===== config.mk =====
export PLATFORM = sky130hd
export DESIGN_NAME = game_match_controller
export DESIGN_NICKNAME = d
export VERILOG_FILES = /design/src/rtl/game_match_controller.sv
export SDC_FILE = /design/constraint.sdc
export NUM_CORES = 1
export LEC_CHECK = 0
export CORE_ASPECT_RATIO = 1.5
export CORE_MARGIN = 2
export CORE_UTILIZATION = 58
export CTS_CLUSTER_SIZE = 14
export DETAILED_ROUTE_END_ITERATION = 10
export PLACE_DENSITY = 0.84
export REMOVE_ABC_BUFFERS = 1
export SLEW_MARGIN = 15
export SYNTH_ARGS = -nofsm -noshare
export SYNTH_HDL_FRONTEND = slang
export SYNTH_SLANG_ARGS = --single-unit

===== constraint.sdc =====
create_clock -name clk -period 2.85 [get_ports clk]
set_clock_uncertainty 0.05 [all_clocks]
set_input_delay 0.7125 -clock clk [delete_from_list [all_inputs] [get_ports clk]]
set_output_delay 0.7125 -clock clk [all_outputs]
set_load 0.05 [all_outputs]

===== src/rtl/game_match_controller.sv =====
// game_match_controller
//   Sequences a best-of-ROUNDS match on top of the single-round game master.
//   It owns the end-of-game timer and holds the game master in reset between
//   matches. It also samples each round's game_won result and keeps the
//   counters for the score display.
//
// Ports
//   clk                        system clock
//   reset                      asynchronous reset, active low
//   key                        synchronized player key (level)
//   end_of_game_timer_start    one-cycle start pulse from the game master
//   game_won                   registered round result from the game master
//   end_of_game_timer_running  timer busy, fed back to the game master
//   game_hold                  active-high reset to the game master
//   round_count                rounds completed in the current match
//   score_wins                 rounds won
//   score_losses               rounds lost
//   last_round_won             result of the most recently scored round
//   match_over                 match finished, waiting for key
//   match_won                  match result, valid while match_over=1
module game_match_controller #(
  parameter int unsigned TIMER_CYCLES  = 50000000,
  parameter int unsigned ROUNDS        = 5,
  parameter int unsigned WIN_THRESHOLD = 3
) (
  input  logic       clk,
  input  logic       reset,
  input  logic       key,
  input  logic       end_of_game_timer_start,
  input  logic       game_won,
  output logic       end_of_game_timer_running,
  output logic       game_hold,
  output logic [3:0] round_count,
  output logic [3:0] score_wins,
  output logic [3:0] score_losses,
  output logic       last_round_won,
  output logic       match_over,
  output logic       match_won
);

  localparam logic [25:0] TIMER_LOAD = 26'(TIMER_CYCLES - 1);
  localparam logic [3:0]  ROUND_MAX  = 4'(ROUNDS);
  localparam logic [3:0]  WIN_LIMIT  = 4'(WIN_THRESHOLD);
  // Once this many rounds are lost, the wins needed can no longer be reached.
  localparam logic [3:0]  LOSS_LIMIT = 4'(ROUNDS - WIN_THRESHOLD + 1);

  typedef enum logic [2:0] {
    ST_IDLE,
    ST_PLAY,
    ST_SETTLE,
    ST_SCORE,
    ST_MATCH_OVER
  } state_t;

  state_t      state_q, state_d;
  logic        key_prev_q, key_prev_d;
  logic        key_armed_q, key_armed_d;
  logic [25:0] timer_q, timer_d;
  logic        running_q, running_d;
  logic        hold_q, hold_d;
  logic [3:0]  round_count_q, round_count_d;
  logic [3:0]  score_wins_q, score_wins_d;
  logic [3:0]  score_losses_q, score_losses_d;
  logic        last_won_q, last_won_d;
  logic        match_over_q, match_over_d;
  logic        match_won_q, match_won_d;

  logic        key_press;
  logic [3:0]  round_inc;
  logic [3:0]  wins_inc;
  logic [3:0]  losses_inc;
  logic        match_done;

  // The key must be seen low at least once after reset before a rising edge
  // counts. A key held through reset deassertion then cannot start a match.
  assign key_press = key & ~key_prev_q & key_armed_q;

  // Score values after the current round is added; the end-of-match
  // decision is made on these.
  assign round_inc  = round_count_q + 4'd1;
  assign wins_inc   = score_wins_q + {3'b000, last_won_q};
  assign losses_inc = score_losses_q + {3'b000, ~last_won_q};
  assign match_done = (wins_inc == WIN_LIMIT) || (losses_inc == LOSS_LIMIT) ||
                      (round_inc == ROUND_MAX);

  always_comb begin
    state_d        = state_q;
    key_prev_d     = key;
    key_armed_d    = key_armed_q | ~key;
    timer_d        = timer_q;
    running_d      = running_q;
    hold_d         = hold_q;
    round_count_d  = round_count_q;
    score_wins_d   = score_wins_q;
    score_losses_d = score_losses_q;
    last_won_d     = last_won_q;
    match_over_d   = match_over_q;
    match_won_d    = match_won_q;

    unique case (state_q)
      ST_IDLE: begin
        hold_d = 1'b1;
        if (key_press) begin
          round_count_d  = 4'd0;
          score_wins_d   = 4'd0;
          score_losses_d = 4'd0;
          last_won_d     = 1'b0;
          match_won_d    = 1'b0;
          hold_d         = 1'b0;
          state_d        = ST_PLAY;
        end
      end

      ST_PLAY: begin
        hold_d = 1'b0;
        if (end_of_game_timer_start) begin
          running_d = 1'b1;
          timer_d   = TIMER_LOAD;
          state_d   = ST_SETTLE;
        end
      end

      // game_won is taken on the last running cycle, so a collision latched
      // by the game master while it shows its end screen still counts.
      ST_SETTLE: begin
        if (timer_q != 26'd0) begin
          timer_d = timer_q - 26'd1;
        end else begin
          running_d  = 1'b0;
          last_won_d = game_won;
          state_d    = ST_SCORE;
        end
      end

      ST_SCORE: begin
        round_count_d  = round_inc;
        score_wins_d   = wins_inc;
        score_losses_d = losses_inc;
        if (match_done) begin
          match_over_d = 1'b1;
          match_won_d  = (wins_inc >= WIN_LIMIT);
          hold_d       = 1'b1;
          state_d      = ST_MATCH_OVER;
        end else begin
          hold_d  = 1'b0;
          state_d = ST_PLAY;
        end
      end

      // The key stroke that leaves here only returns to IDLE; a second press
      // is needed to start, so it cannot also fire a torpedo.
      ST_MATCH_OVER: begin
        if (key_press) begin
          match_over_d = 1'b0;
          state_d      = ST_IDLE;
        end
      end

      default: begin
        state_d = ST_IDLE;
        hold_d  = 1'b1;
      end
    endcase
  end

  always_ff @(posedge clk or negedge reset) begin
    if (!reset) begin
      state_q        <= ST_IDLE;
      key_prev_q     <= 1'b0;
      key_armed_q    <= 1'b0;
      timer_q        <= 26'd0;
      running_q      <= 1'b0;
      hold_q         <= 1'b1;
      round_count_q  <= 4'd0;
      score_wins_q   <= 4'd0;
      score_losses_q <= 4'd0;
      last_won_q     <= 1'b0;
      match_over_q   <= 1'b0;
      match_won_q    <= 1'b0;
    end else begin
      state_q        <= state_d;
      key_prev_q     <= key_prev_d;
      key_armed_q    <= key_armed_d;
      timer_q        <= timer_d;
      running_q      <= running_d;
      hold_q         <= hold_d;
      round_count_q  <= round_count_d;
      score_wins_q   <= score_wins_d;
      score_losses_q <= score_losses_d;
      last_won_q     <= last_won_d;
      match_over_q   <= match_over_d;
      match_won_q    <= match_won_d;
    end
  end

  assign end_of_game_timer_running = running_q;
  assign game_hold                 = hold_q;
  assign round_count               = round_count_q;
  assign score_wins                = score_wins_q;
  assign score_losses              = score_losses_q;
  assign last_round_won            = last_won_q;
  assign match_over                = match_over_q;
  assign match_won                 = match_won_q;

endmodule


==> results.json, run 1 <==
{
  "status": "finished, final reports clean",
  "slowest_stage": "clkdlybuf4s50_1",
  "final_cells": 360,
  "clk_pin_slew_ns": 0.09,
  "clkSinkCount": 48,
  "crit_arrival_ns": 2.81,
  "portBuffers": 21,
  "wire_per_inst_um": 17.0,
  "diodes": 0,
  "tightest_slew_ns": 0.660,
  "die_h_um": 86.9,
  "synth.area.top_cells": "dfrtp_1, o21ai_0, ha_1",
  "timing.final.ws_setup_ns": 0.220,
  "die_w_um": 59.3,
  "vias": 2352,
  "synth_largest_area_cell": "dfrtp_1",
  "setup_viol": 0,
  "power_w": 0.00238,
  "tritoncts": "built",
  "grt_pass1_wl_um": 10500,
  "worst-path-buf-inv": 2,
  "pwr_density_cell_mw_per_mm2": 773,
  "seq_power_share": 0.392,
  "syn_avg_cell_area_um2": 9.40,
  "clockRootBuffer": "clkbuf_8",
  "wirelength_um": 6120,
  "p_leak_nw": 1.25,
  "worst-path-stages": 7,
  "htreeDepth": 2,
  "pre_cts_ws_ns": -0.0976,
  "slowest_delay_ns": 0.53,
  "end_kind": "flip-flop",
  "fin_nets": 323,
  "async_flop_share": 1.00,
  "crit_family": "simple AND/OR/NAND/NOR gates",
  "clock_latency_ns": 0.31,
  "synth-edff-count": 0,
  "clockBufferDepth": 2,
  "crit_path_start": "end_of_game_timer_start",
  "r2r.worst_path.cells": 5,
  "synth_top_flop_cell": "dfrtp_1",
  "core_mm2": 0.00447,
  "drtIter0Drc": 189,
  "grt_start_max_net_pins": 49,
  "ys_types": 55,
  "area_growth_pct": 15.7,
  "min_path_type": "input port to asynchronous set/reset pin",
  "post_cts_buffers": 0,
  "synthCells": 283,
  "p_int_w": 0.00139,
  "dieArea_mm2": 0.00516,
  "grt_pass1_vias": 2267,
  "num_io_pins": 22,
  "seq_area_frac_synth": 0.452,
  "r2r_setup_slack_ns": 0.30,
  "antenna_found_initial": 0,
  "rsz0062_at_grt": "false",
  "timing.rr.start": "timer_q[10]",
  "swShare": 0.418,
  "hold_viol": 0,
  "crit_type": "input port to flip-flop",
  "cts-resized-gates": 0,
  "grt_usage": 0.264,
  "rows": 30,
  "endpoint": "timer_q[9]",
  "final_layout_size_suffix_gt1_frac": 0.0865,
  "tns_ns": 0,
  "route.detailed.drc": 0,
  "yosys.area.top_type_share": 0.442,
  "fmax_ghz": 0.380,
  "synth_warnings": 0,
  "drv_cap": 0,
  "holdWs_ns": 0.319,
  "p_sw_w": 0.000994,
  "cts-buffers-inserted": 5,
  "period_share": 0.923,
  "dpl.cell_count": 352,
  "overflow": 0,
  "ys_seq_elements": 48,
  "final.min_clock_period_ns": 2.63,
  "cts-hold-fix-buffers": 0,
  "ir_drop_mv": 0.365,
  "max_slew_margin": 0.556,
  "r2r-end": "timer_q[15]",
  "dr.pass1.iters": 4,
  "final_common_cell": "dfrtp_1",
  "p_comb_frac": 0.402,
  "required_ns": 3.03,
  "most-common-layout-cells": "dfrtp_1, o21ai_0, nand2_1",
  "drv_slew": 0,
  "worstPathCellList": "clkdlybuf4s50_1 > nand3b_1 > a2111oi_2 > buf_4 > nand2_1 > or4_1 > a21oi_1",
  "critPathLaunchType": "input port",
  "vias_per_cell": 6.53,
  "place_congestion": 0.846,
  "ant_nets": 0,
  "cp_max_fo": 6,
  "start_util": 0.596,
  "hpwlAfterDp_um": 4460,
  "p_clk_frac": 0.206,
  "syn_area_mm2": 0.00266
}
-- logic make-up (layout without fill, tap and decap cells) --
group	Yosys count	after routing	synth area share
and+or+nand+nor	121	121	0.261
AOI/OAI and AO/OA	82	82	0.206
DFF	48	48	0.452
buffers and inverters	19	48	0.0278
adders and majority gates	7	7	0.0329
xor gates and xnor gates	4	4	0.0132
muxes	2	2	0.00800
-- synth_stat cells (all sizes together) (2+ instances only) --
cell and n:
and3 5, and4 2, a211oi 2, o211ai 3, a21boi 2, nor2 16
xor2 3, a2111oi 3, o31ai 7, or4 10, o21ai 29, a22o 5
nor4 5, a21oi 12, clkbuf 7, buf 2, a31oi 2, dfrtp 47
o311ai 2, and3b 3, nor3 9, nand4 4, or3 8, a21o 5
nand3 15, and2 4, nand3b 2, nor2b 3, nand2b 6, o41ai 3
nand2 21, or3b 3, inv 10, or2 2, ha 7
-- worst register-to-register path, stage by stage (launching register included) --
cell,delay (ns)
dfrtp_1,0.40
or4_1,0.66
or2_4,0.33
or4_4,0.53
o21ai_1,0.13
or3b_1,0.34
-- area by class of cell --
type | count | area (um2)
clock buffer | 6 | 72.6
clock inverter | 2 | 35.0
fill | 358 | 1390
inverter | 10 | 37.5
multi-input combinational | 216 | 1380
sequential | 48 | 1200
tap | 48 | 60.1
timing repair buffer | 30 | 285
-- power groups by stage --
stage / clock network (W) / logic, W / registers, W
after floorplan: 0 / 0.000421 / 0.00114
after global placement: 0 / 0.000929 / 0.000934
after detailed placement: 0 / 0.000956 / 0.000943
after CTS: 0.000494 / 0.000959 / 0.000929
after global routing: 0.000516 / 0.00104 / 0.000949
final: 0.000490 / 0.000957 / 0.000933
-- per-stage QoR --
step | util | area [um2]
final | 0.689 | 3080
after global routing | 0.689 | 3080
after CTS | 0.689 | 3080
after detailed placement | 0.665 | 2970
after global placement | 0.665 | 2970
after floorplan | - | 2620
-- registers in the layout, summed over array words and instances, names as in the netlist, 3 cells and up --
| register | count |
|---|---|
| timer_q | 26 |
| round_count | 4 |
| score_losses | 4 |
| score_wins | 4 |
| state_q | 3 |
-- layer usage --
layer | vias up | share of wire | GRT usage
met4 | 0 | 0.015 | 0.0826
met5 | - | 0 | 0
met1 | 1154 | 0.40 | 0.308
met3 | 9 | 0.031 | 0.0371
met2 | 65 | 0.56 | 0.482
li1 | 1124 | - | -
-- how the worst min path moves through the flow --
stage	from	to	slack (ns)	depth (start not counted)
after detailed placement	end_of_game_timer_running	end_of_game_timer_running	0.43	2
after CTS	reset	round_count[3]	0.34	2
after global routing	reset	key_prev_q	0.34	2
after floorplan	reset	end_of_game_timer_running	0.37	0
after global placement	key_armed_q	key_armed_q	0.39	1
final	reset	round_count[0]	0.32	2
Power figures use the tool's default switching activity.
==> run 2: changes to the inputs <==
- MAX_ROUTING_LAYER: not set -> met4
==> run 2 against run 1 <==
Against the previous run:
- clock power barely moved
- utilization did not move
- via count rose by 0.21%
- highest routed layer unchanged
- largest power group unchanged
==> results.json, run 2 (synthesis results as in run 1) <==
{
  "p_comb_frac": 0.402,
  "clock_latency_ns": 0.31,
  "fmax_ghz": 0.383,
  "crit_type": "input port to flip-flop",
  "tritoncts": "built",
  "die_w_um": 59.3,
  "grt_pass1_vias": 2267,
  "p_int_w": 0.00139,
  "pwr_density_cell_mw_per_mm2": 774,
  "wirelength_um": 6110,
  "cts-resized-gates": 0,
  "fillCellCount": 358,
  "diodes": 0,
  "core_mm2": 0.00447,
  "ant_nets": 0,
  "cp_max_fo": 4,
  "holdWs_ns": 0.316,
  "cts-hold-fix-buffers": 0,
  "wire_per_inst_um": 17.0,
  "slowest_stage": "clkdlybuf4s50_1",
  "post_cts_buffers": 0,
  "p_leak_nw": 1.25,
  "required_ns": 3.00,
  "place_congestion": 0.860,
  "portBuffers": 21,
  "timing.rr.start": "timer_q[10]",
  "largest_reg_flops": 26,
  "htreeDepth": 2,
  "slowest_delay_ns": 0.53,
  "vias": 2357,
  "hpwlAfterDp_um": 4460,
  "drv_cap": 0,
  "antenna_found_initial": 0,
  "cts-buffers-inserted": 5,
  "drv_slew": 0,
  "final.min_clock_period_ns": 2.61,
  "seq_power_share": 0.392,
  "hold_viol": 0,
  "tightest_slew_ns": 0.657,
  "grt_start_max_net_pins": 49,
  "vias_per_cell": 6.55,
  "crit_family": "simple AND/OR/NAND/NOR gates",
  "dr.pass1.iters": 4,
  "grt_usage": 0.271,
  "critPathLaunchType": "input port",
  "worstPathCellList": "clkdlybuf4s50_1 > nand3b_1 > a2111o_1 > or4_4 > o21ai_1 > or3b_1",
  "dieArea_mm2": 0.00516,
  "ir_drop_mv": 0.364,
  "start_util": 0.596,
  "status": "finished, final reports clean",
  "clockRootBuffer": "clkbuf_8",
  "clkSinkCount": 48,
  "clk_pin_slew_ns": 0.09,
  "crit_path_start": "end_of_game_timer_start",
  "grt_pass1_wl_um": 10500,
  "final_layout_size_suffix_gt1_frac": 0.0865,
  "rows": 30,
  "swShare": 0.418,
  "route.detailed.drc": 0,
  "crit_arrival_ns": 2.76,
  "period_share": 0.916,
  "worst-path-buf-inv": 1,
  "rsz0062_at_grt": "false",
  "area_growth_pct": 15.7,
  "end_kind": "flip-flop",
  "regArea_mm2": 0.00120,
  "most-common-layout-cells": "dfrtp_1, o21ai_0, nand2_1",
  "clockBufferDepth": 2,
  "multi_input_area_mm2": 0.00138,
  "p_sw_w": 0.000995,
  "fin_nets": 323,
  "overflow": 0,
  "setup_viol": 0,
  "p_clk_frac": 0.206,
  "max_slew_margin": 0.558,
  "largest_register": "timer_q",
  "min_path_type": "input port to asynchronous set/reset pin",
  "num_io_pins": 22,
  "drtIter0Drc": 201,
  "die_h_um": 86.9,
  "final_common_cell": "dfrtp_1",
  "tns_ns": 0
}
## run 2: layout make-up
cell class	count	area share
sequential	48	0.391
clock buffer	6	0.0236
clock inverter	2	0.0114
inverter	10	0.0122
timing repair buffer	30	0.0927
multi-input combinational	216	0.450
tap	48	0.0195
## run 2: per-stage QoR
| step | cell area, um2 | worst slack, ns | total power [W] | util | std cells |
|---|---|---|---|---|---|
| 6_report | 3080 | 0.239 | 0.00238 | 0.689 | 360 |
| 5_1_grt | 3080 | 0.0508 | 0.00251 | 0.689 | 360 |
| 4_1_cts | 3080 | 0.246 | 0.00238 | 0.689 | 360 |
| 3_5_place_dp | 2970 | -0.0976 | 0.00190 | 0.665 | 352 |
| 3_3_place_gp | 2970 | -0.0264 | 0.00186 | 0.665 | 352 |
| 2_1_floorplan | 2620 | 0.405 | 0.00156 | - | 274 |
## run 2: layer usage
metal / share of wire / GRT usage
met1: 0.39 / 0.307
met2: 0.56 / 0.482
met3: 0.031 / 0.0371
met4: 0.020 / 0.0826
met5: 0 / -
## run 2: power by group through the flow
stage,Clock (W),Sequential (W),Combinational [W]
after CTS,0.000494,0.000929,0.000959
after detailed placement,0,0.000943,0.000956
final,0.000490,0.000933,0.000958
after global placement,0,0.000934,0.000929
after global routing,0.000516,0.000949,0.00104
after floorplan,0,0.00114,0.000421
## run 2: worst reg2reg max path, cell delays in order (launching register included)
cell and delay [ns]:
dfrtp_1 0.40, or4_1 0.65, or2_4 0.33, or4_4 0.53
o21ai_1 0.13, or3b_1 0.34
## run 2: worst paths after layout
| check | end | slack, ns | cells past startpoint |
|---|---|---|---|
| worst min register to register | end_of_game_timer_running | 0.44 | 2 |
| worst min-delay path | round_count[0] | 0.32 | 2 |
| max in group asynchronous | game_hold | 2.15 | 2 |
| min in group clk | end_of_game_timer_running | 0.44 | 2 |
| worst max register to register | timer_q[15] | 0.31 | 5 |
| worst max-delay path | timer_q[15] | 0.24 | 6 |
